[config.mk]
export PLATFORM = sky130hd
export DESIGN_NAME = control_unit_mc
export DESIGN_NICKNAME = d
export VERILOG_FILES = /design/src/rtl/control_unit_mc.sv
export SDC_FILE = /design/constraint.sdc
export NUM_CORES = 1
export LEC_CHECK = 0
export ABC_CLOCK_PERIOD_IN_PS = 7600
export CAP_MARGIN = 0
export CELL_PAD_IN_SITES_DETAIL_PLACEMENT = 1
export CELL_PAD_IN_SITES_GLOBAL_PLACEMENT = 2
export CORE_UTILIZATION = 25
export CTS_CLUSTER_SIZE = 20
export DETAILED_ROUTE_END_ITERATION = 8
export HOLD_SLACK_MARGIN = 0.03
export PLACE_DENSITY_LB_ADDON = 0.1
export SLEW_MARGIN = 30
export SYNTH_ARGS = -nofsm -noshare
export SYNTH_HDL_FRONTEND = slang
export SYNTH_SLANG_ARGS = --single-unit
[constraint.sdc]
create_clock -name clk -period 7.6 [get_ports clk]
set_input_delay 1.9 -clock clk [delete_from_list [all_inputs] [get_ports clk]]
set_output_delay 1.9 -clock clk [all_outputs]
set_load 0.1 [all_outputs]
[src/rtl/control_unit_mc.sv]
// -----------------------------------------------------------------------------
// control_unit_mc
//   Multi-cycle Moore control unit for a LD / SD / ADD / SUB datapath.
//   It accepts one 32-bit RV64 instruction per valid/ready handshake, then
//   walks it through DECODE -> EXEC -> (MEM) -> (WB). The data-memory wait
//   is bounded by MEM_TIMEOUT cycles. The unit reports retirement, illegal
//   encodings and memory aborts, and it keeps a wrapping retired-instruction
//   count.
//
// Ports
//   clk, rst_n          clock (posedge) and asynchronous active-low reset
//   instr_valid/ready   instruction handshake; ready only while idle
//   instruction         instruction word, latched on the handshake
//   dm_ready            data memory finished the current read/write
//   rf_addr_a/b         rs1 / rs2 register addresses
//   rf_write_addr       rd register address
//   rf_write_enable     register-file write strobe (suppressed for x0)
//   rf_wdata_sel        write-back source: 0 = ALU, 1 = memory
//   alu_op              0 = add, 1 = sub
//   alu_src_imm         ALU operand B: 0 = rs2, 1 = immediate
//   imm                 sign-extended immediate
//   dm_read             memory read request (LD)
//   dm_write_enable     memory write request (SD)
//   done                one-cycle pulse, instruction retired
//   illegal             one-cycle pulse, unsupported encoding
//   mem_timeout         one-cycle pulse, memory access aborted
//   retired_count       retired instructions, wraps
// -----------------------------------------------------------------------------
module control_unit_mc #(
    parameter int WORDSIZE    = 64,
    parameter int SIZE        = 32,
    parameter int RF_ADDR_W   = 5,
    parameter int DM_ADDR_W   = 5,
    parameter int MEM_TIMEOUT = 15,
    parameter int CNT_W       = 16
) (
    input  logic                 clk,
    input  logic                 rst_n,
    input  logic                 instr_valid,
    output logic                 instr_ready,
    input  logic [SIZE-1:0]      instruction,
    input  logic                 dm_ready,
    output logic [RF_ADDR_W-1:0] rf_addr_a,
    output logic [RF_ADDR_W-1:0] rf_addr_b,
    output logic [RF_ADDR_W-1:0] rf_write_addr,
    output logic                 rf_write_enable,
    output logic                 rf_wdata_sel,
    output logic                 alu_op,
    output logic                 alu_src_imm,
    output logic [WORDSIZE-1:0]  imm,
    output logic                 dm_read,
    output logic                 dm_write_enable,
    output logic                 done,
    output logic                 illegal,
    output logic                 mem_timeout,
    output logic [CNT_W-1:0]     retired_count
);

    // DM_ADDR_W only matters to the memory, which truncates the ALU result.
    // It is checked here so that a bad parameter set fails at elaboration.
    generate
        if (SIZE != 32 || MEM_TIMEOUT < 1 || DM_ADDR_W < 1 || WORDSIZE < 12) begin : g_param_check
            $error("control_unit_mc: unsupported parameter set");
        end
    endgenerate

    localparam int TW = $clog2(MEM_TIMEOUT + 1);

    localparam logic [6:0] OPC_LOAD  = 7'b0000011;
    localparam logic [6:0] OPC_STORE = 7'b0100011;
    localparam logic [6:0] OPC_OP    = 7'b0110011;
    localparam logic [2:0] F3_D      = 3'b011;
    localparam logic [2:0] F3_ADD    = 3'b000;
    localparam logic [6:0] F7_ADD    = 7'b0000000;
    localparam logic [6:0] F7_SUB    = 7'b0100000;

    typedef enum logic [2:0] {
        S_IDLE,
        S_DECODE,
        S_EXEC,
        S_MEM,
        S_WB,
        S_ERR
    } state_t;

    state_t          state;
    logic [SIZE-1:0] instr_q;
    logic [TW-1:0]   tmo_cnt;

    function automatic logic [WORDSIZE-1:0] sext12(input logic signed [11:0] v);
        return WORDSIZE'(v);
    endfunction

    // Field decode of the latched instruction
    logic [6:0] opcode;
    logic [4:0] rd;
    logic [2:0] funct3;
    logic [4:0] rs1;
    logic [4:0] rs2;
    logic [6:0] funct7;
    logic       is_ld;
    logic       is_sd;
    logic       is_add;
    logic       is_sub;
    logic       legal;
    logic       tmo_hit;

    assign opcode = instr_q[6:0];
    assign rd     = instr_q[11:7];
    assign funct3 = instr_q[14:12];
    assign rs1    = instr_q[19:15];
    assign rs2    = instr_q[24:20];
    assign funct7 = instr_q[31:25];

    assign is_ld  = (opcode == OPC_LOAD)  && (funct3 == F3_D);
    assign is_sd  = (opcode == OPC_STORE) && (funct3 == F3_D);
    assign is_add = (opcode == OPC_OP) && (funct3 == F3_ADD) && (funct7 == F7_ADD);
    assign is_sub = (opcode == OPC_OP) && (funct3 == F3_ADD) && (funct7 == F7_SUB);
    assign legal  = is_ld | is_sd | is_add | is_sub;

    // tmo_cnt holds the number of MEM cycles that have already passed, so the
    // current MEM cycle is number tmo_cnt+1. The abort happens in that cycle
    // when its number equals MEM_TIMEOUT.
    assign tmo_hit = (tmo_cnt == TW'(MEM_TIMEOUT - 1));

    always_ff @(posedge clk or negedge rst_n) begin
        if (!rst_n) begin
            state         <= S_IDLE;
            instr_q       <= '0;
            tmo_cnt       <= '0;
            retired_count <= '0;
        end else begin
            if (done)
                retired_count <= retired_count + CNT_W'(1);
            case (state)
                S_IDLE: begin
                    if (instr_valid) begin
                        instr_q <= instruction;
                        state   <= S_DECODE;
                    end
                end
                S_DECODE: state <= legal ? S_EXEC : S_ERR;
                S_EXEC: begin
                    if (is_ld || is_sd) begin
                        tmo_cnt <= '0;
                        state   <= S_MEM;
                    end else begin
                        state <= S_WB;
                    end
                end
                S_MEM: begin
                    if (dm_ready)
                        state <= is_ld ? S_WB : S_IDLE;
                    else if (tmo_hit)
                        state <= S_IDLE;
                    else
                        tmo_cnt <= tmo_cnt + TW'(1);
                end
                S_WB:    state <= S_IDLE;
                S_ERR:   state <= S_IDLE;
                default: state <= S_IDLE;
            endcase
        end
    end

    // Outputs are decoded from state and instr_q. The only exceptions are the
    // SD completion and the timeout pulse. These fire in the MEM cycle that
    // sees dm_ready (or does not see it), so they also depend on dm_ready.
    always_comb begin
        instr_ready     = (state == S_IDLE);
        rf_addr_a       = '0;
        rf_addr_b       = '0;
        rf_write_addr   = '0;
        rf_write_enable = 1'b0;
        rf_wdata_sel    = 1'b0;
        alu_op          = 1'b0;
        alu_src_imm     = 1'b0;
        imm             = '0;
        dm_read         = 1'b0;
        dm_write_enable = 1'b0;
        done            = 1'b0;
        illegal         = 1'b0;
        mem_timeout     = 1'b0;

        if (state != S_IDLE) begin
            rf_addr_a     = RF_ADDR_W'(rs1);
            rf_addr_b     = RF_ADDR_W'(rs2);
            rf_write_addr = RF_ADDR_W'(rd);
            if (is_ld)
                imm = sext12(instr_q[31:20]);
            else if (is_sd)
                imm = sext12({instr_q[31:25], instr_q[11:7]});
        end

        if (state == S_EXEC || state == S_MEM || state == S_WB) begin
            alu_op       = is_sub;
            alu_src_imm  = is_ld | is_sd;
            rf_wdata_sel = is_ld;
        end

        case (state)
            S_MEM: begin
                dm_read         = is_ld;
                dm_write_enable = is_sd;
                done            = is_sd & dm_ready;
                mem_timeout     = ~dm_ready & tmo_hit;
            end
            S_WB: begin
                rf_write_enable = (rd != 5'd0);
                done            = 1'b1;
            end
            S_ERR:   illegal = 1'b1;
            default: ;
        endcase
    end

endmodule

# Word level (Yosys, flattened, before mapping)
# Index checks and enable logic that the tools add are counted.
dict set report totals {
  ff_bits 55
  output_inout_bits 105
  word_cells 71
}
dict set report op_classes {
  addsub 2
  n_eq_ne 16
  muxes 26
  bitwise 6
  reduce_logical 17
}
# cell count
set op_table {}
lappend op_table {{$mux 64} 3}
lappend op_table {{$eq 7x6->1 const B} 3}
lappend op_table {{$mux 3} 6}
lappend op_table {{$add 16x1->16 const B} 1}
lappend op_table {{$mux 5} 3}
lappend op_table {{$mux 4} 3}
lappend op_table {{$pmux 3 s4} 1}
lappend op_table {{$eq 3x2->1 const B} 3}
lappend op_table {{$mux 1} 8}
lappend op_table {{$ne 2x2->1 const B} 4}
lappend op_table {{$pmux 4 s2} 1}
lappend op_table {{$eq 7x2->1 const B} 1}
lappend op_table {{$logic_not 7->1} 1}
lappend op_table {{$eq 3x3->1 const B} 2}
lappend op_table {{$logic_not 3->1} 2}
lappend op_table {{$logic_and 1x1->1} 5}
lappend op_table {{$reduce_bool 5->1} 1}
lappend op_table {{$add 4x1->4 const B} 1}
lappend op_table {{$eq 4x4->1 const B} 1}
lappend op_table {{$reduce_and 2->1} 2}
lappend op_table {{$reduce_and 4->1} 1}
lappend op_table {{$eq 3x1->1 const B} 1}
lappend op_table {{$logic_or 1x1->1} 3}
lappend op_table {{$ne 3x3->1 const B} 1}
lappend op_table {{other kinds (6)} 9}

# Depth between registers and ports, before layout
dict set report logic_depth {
  depth_word 7
  ltp_mapped 7
}

# Least setup slack after synthesis
# Ideal clock, no wire load.
dict set report synth_path {
  path_kind {input to output}
  start {input port dm_ready}
  end {output port mem_timeout}
  t_arrival_ns 4.112
  required_ns 5.700
  setup_slack_ns 1.588
  cell_stages 1
  path_buffers 0
  path_cell_list {nor3b_1}
}
dict set report synth_via {
  elab_chain_cells 3
}
# item line_no
set synth_rtl {}
lappend synth_rtl {{start: declaration} 42} ;# input logic dm_ready,
lappend synth_rtl {{$not 1->1} 206} ;# mem_timeout = ~dm_ready & tmo_hit;
lappend synth_rtl {{$and 1x1->1} 206}
lappend synth_rtl {{$mux 1} 201} ;# case (state)
lappend synth_rtl {{end: declaration} 55} ;# output logic mem_timeout,
# No other way between the ends.

# Worst setup path after layout
# Same ends and word-level chain as after synthesis.

==> impl_results.rst <==
.. list-table::
   :header-rows: 1

   * - Metric
     - Value
   * - Area growth from synthesis to layout
     - 39.2%
   * - Post-route ant nets
     - 0
   * - First-pass GRT wire length
     - ~13000 um
   * - Final critical-path required period
     - 5.69 ns
   * - Worst Setup EP
     - mem_timeout
   * - Period utilization
     - roughly three quarters
   * - Internal power component
     - 0.888 mW
   * - Footprint of the flip-flops and latches
     - 1380 um^2
   * - Vias per Instance
     - between 4 and 5
   * - Number of gates given a new drive strength after cts
     - 0
   * - Number of post-CTS setup repair buffers
     - 0
   * - Std cell rows
     - 41
   * - Worst setup path category
     - input pin to primary output
   * - CTS max path bufs
     - 2
   * - Top-area cell type share of the netlist area
     - 41.7%
   * - Combinational Power Share
     - 61.6%
   * - Number of nets produced by synthesis
     - ~340
   * - CP Launch Point
     - dm_ready
   * - RSZ-0062 raised after global routing
     - no
   * - Top cell type by total area after synthesis
     - sky130_fd_sc_hd__dfrtp_1
   * - Via Count
     - between 2000 and 2500
   * - Lkg Pwr
     - 1.73 nW
   * - Number of DRC violations after detailed-routing iteration 0
     - 87
   * - Endpoint type of the worst setup path
     - primary output
   * - Most common flop cell mapped by yosys
     - sky130_fd_sc_hd__dfrtp_1
   * - Footprint of the multi-input gates
     - 1420 um^2
   * - Die Width
     - roughly 120 um
   * - Peak ir drop on the vdd network
     - 0.276 mV
   * - Switching power share of the total
     - a little under three fifths
   * - Clk network pwr share
     - about 11%
   * - Overall global routing resource usage
     - around an eighth
   * - Number of setup violations in the final report
     - 0
   * - TritonCTS clock tree
     - done
   * - Critical Path Source Type
     - input pin
   * - Largest net degree at the start of global routing
     - between 50 and 60
   * - Number of H-tree levels
     - 2
   * - Cell at the slowest stage of the critical path
     - sky130_fd_sc_hd__clkdlybuf4s50_1
   * - Worst-case clock skew
     - between 0.007 and 0.008 ns
   * - WP data required
     - 5.70 ns
   * - Buffer type at the clock tree root
     - sky130_fd_sc_hd__clkbuf_16
   * - EDFF count, synth
     - 0
   * - Initial core utilization
     - between 20% and 30%
   * - Antenna Diode Count
     - 0
   * - Synth warn
     - 0
   * - Hold-fix buffers, CTS
     - 0
   * - Number of hold violations in the final report
     - 0
   * - Areal power density over the cells
     - between 400 and 500 nW/um^2
   * - HPWL after DPL
     - about 6100 um
   * - Remaining Overflow, GRT
     - 0
   * - Post-synthesis area per instance
     - around 11 um^2
   * - Max-cap viol count
     - 0
   * - CP most frequent cell
     - sky130_fd_sc_hd__clkdlybuf4s50_1
   * - Critical path, cell by cell
     - clkdlybuf4s50_1 > nor3b_1 > clkdlybuf4s50_1
   * - Number of antenna violations at the first check in global routing
     - 0
   * - Most instantiated cells after synthesis
     - 55 x sky130_fd_sc_hd__buf_4, 55 x sky130_fd_sc_hd__dfrtp_1, 24 x sky130_fd_sc_hd__mux2_1
   * - Clock transition at the registers of the reported paths
     - around 0.07 ns
   * - Count of port buffers added during placement
     - between 100 and 150
   * - Average wire per cell in the routed design
     - roughly 15 um
   * - Synthesized instance count
     - a little under 300
   * - Data arrival time of the critical path
     - between 3 and 4 ns
   * - Vertical extent of the die
     - between 100 and 150 um
   * - Count of state elements after synthesis
     - 55
   * - # DRC
     - 0
   * - Synth top area cells
     - sky130_fd_sc_hd__dfrtp_1 42%, sky130_fd_sc_hd__buf_4 13%, sky130_fd_sc_hd__mux2_1 8.2%
   * - Total Negative Setup Slacks
     - 0 ns
   * - Total CTS buffers
     - 5
   * - Nets
     - roughly 420
   * - Total Routed Length
     - ~8500 um
   * - Final Max Slew Viols
     - 0
   * - Max Clock Freq
     - between 150 and 200 MHz
   * - Clock latency on the worst-skew pair
     - approximately 0.30 ns
   * - Placeable core area
     - between 10000 and 15000 um^2
   * - Run status
     - finished, final reports clean
   * - Clk sink count
     - 55
   * - Slew at the pin closest to its max-slew limit
     - 1.00 ns
   * - Share of cells above drive strength 1
     - between 10% and 20%
   * - Placer's final routability congestion estimate
     - around 0.72
   * - Drt first pass iters
     - 3
   * - Critical register-to-register path endpoint
     - retired_count[15]
   * - Maximum fanout encountered on the critical timing path
     - 5
   * - Worst hold-check slack
     - 0.467 ns
   * - Worst hold path class
     - register to register
   * - Reg2reg start
     - instr_q[5]
   * - Maximum cell stage delay along the critical path
     - about 1.2 ns
   * - Worst R2R Setup Slack
     - approximately 5.5 ns
   * - Sequential Power Share
     - roughly 27%
   * - Sequential cell area fraction in the yosys report
     - about two fifths
   * - Total Die Area
     - about 14000 um^2
   * - Worst relative slew slack
     - approximately a third
   * - Filler Cell Count
     - 1424
   * - Number of ports placed on the die boundary
     - around 140
   * - Total net switching power
     - 1.20 mW
   * - Post-synthesis async set-or-reset flop share
     - 100%
   * - Vias in the first global route
     - between 2000 and 3000
   * - Number of cells traversed by the worst register-to-register path
     - 4
   * - Synth Cell Area
     - around 3300 um^2
   * - Synth cell types
     - 51
per-stage QoR:
| stage | setup slack, ns | std cells | util (%) | total power, mW | area (um^2) |
|---|---|---|---|---|---|
| 2_1_floorplan | 1.59 | 297 | - | 1.57 | 3300 |
| 5_1_grt | 1.77 | 557 | 36.1 | 2.20 | 4600 |
| 3_5_place_dp | 1.89 | 549 | 35.0 | 1.87 | 4450 |
| 4_1_cts | 1.88 | 557 | 36.2 | 2.12 | 4600 |
| 6_report | 1.91 | 557 | 36.1 | 2.09 | 4600 |
| 3_3_place_gp | 1.93 | 549 | 35.0 | 1.86 | 4450 |
state kept, by name (all words and copies together), names as in the netlist:
name	cells
instr_q	32
retired_count	16
tmo_cnt	4
state	3
cells by family (layout without fill, tap and decap cells):
group,after synthesis,after routing,synth area share (%)
XOR/XNOR,17,17,4.51
flip-flops,55,55,41.7
adder cells (fa/ha/maj),3,3,1.14
AO/OA/AOI/OAI,24,24,6.90
buffers and inverters,68,156,15.2
AND/OR/NAND/NOR,92,92,17.8
multiplexers,38,38,12.7
cell type report:
class / instances / share of cell area (%)
multi-input combinational: 174 / 31.0
timing repair buffer: 144 / 30.9
sequential: 55 / 29.9
tap: 172 / 4.68
clock buffer: 5 / 2.72
clock inverter: 3 / 0.490
inverter: 4 / 0.327
worst max-delay path: cells and delay by family:
family,cells,cell delay (ns)
buffers and inverters,2,1.65
and+or+nand+nor,1,0.24
per-layer routing:
metal	up-vias	track usage, %	share of wire (%)
met4	0	3.54	1.1
li1	1155	-	-
met3	8	4.12	8.7
met2	106	20.3	45
met5	-	0	0
met1	1180	16.6	45
cell usage in the layout, fill, tap and decap left out, types with 2 or more instances in the layout:
cell,synthesis,layout
sky130_fd_sc_hd__buf_2,2,2
sky130_fd_sc_hd__xnor2_1,2,2
sky130_fd_sc_hd__nor3b_1,2,2
sky130_fd_sc_hd__and3_1,2,2
sky130_fd_sc_hd__nor4b_1,3,3
sky130_fd_sc_hd__nor3_1,6,6
sky130_fd_sc_hd__nand3b_1,3,3
sky130_fd_sc_hd__nor2_1,14,14
sky130_fd_sc_hd__dfrtp_1,55,55
sky130_fd_sc_hd__a21oi_1,8,8
sky130_fd_sc_hd__ha_1,3,3
sky130_fd_sc_hd__nand2_1,6,6
sky130_fd_sc_hd__nand3_1,7,7
sky130_fd_sc_hd__nor2b_1,17,17
sky130_fd_sc_hd__mux2_2,8,8
sky130_fd_sc_hd__clkbuf_16,0,5
sky130_fd_sc_hd__nand4_1,6,6
sky130_fd_sc_hd__buf_4,55,5
sky130_fd_sc_hd__a2111oi_2,3,3
sky130_fd_sc_hd__a211oi_2,4,4
sky130_fd_sc_hd__inv_1,4,4
sky130_fd_sc_hd__and2_1,10,10
sky130_fd_sc_hd__mux2i_1,6,6
sky130_fd_sc_hd__clkdlybuf4s50_1,0,137
sky130_fd_sc_hd__xor2_1,15,15
sky130_fd_sc_hd__mux2_1,24,24
power by group through the flow:
| stage | Sequential (mW) | Clock (mW) | Combinational, mW |
|---|---|---|---|
| floorplan | 0.762 | 0 | 0.805 |
| global placement | 0.570 | 0 | 1.29 |
| detailed placement | 0.574 | 0 | 1.30 |
| CTS | 0.570 | 0.247 | 1.30 |
| global route | 0.592 | 0.257 | 1.35 |
| finish | 0.566 | 0.236 | 1.29 |
how the worst min path moves through the flow:
stage	cells after the start	from	to	slack, ns
final	1	retired_count[15]	retired_count[15]	0.47
after global routing	1	retired_count[15]	retired_count[15]	0.51
after CTS	1	retired_count[15]	retired_count[15]	0.47
after detailed placement	1	retired_count[15]	retired_count[15]	0.46
after global placement	1	retired_count[15]	retired_count[15]	0.46
after floorplan	1	instr_q[0]	instr_q[0]	0.45
Power figures use the tool's default switching activity.
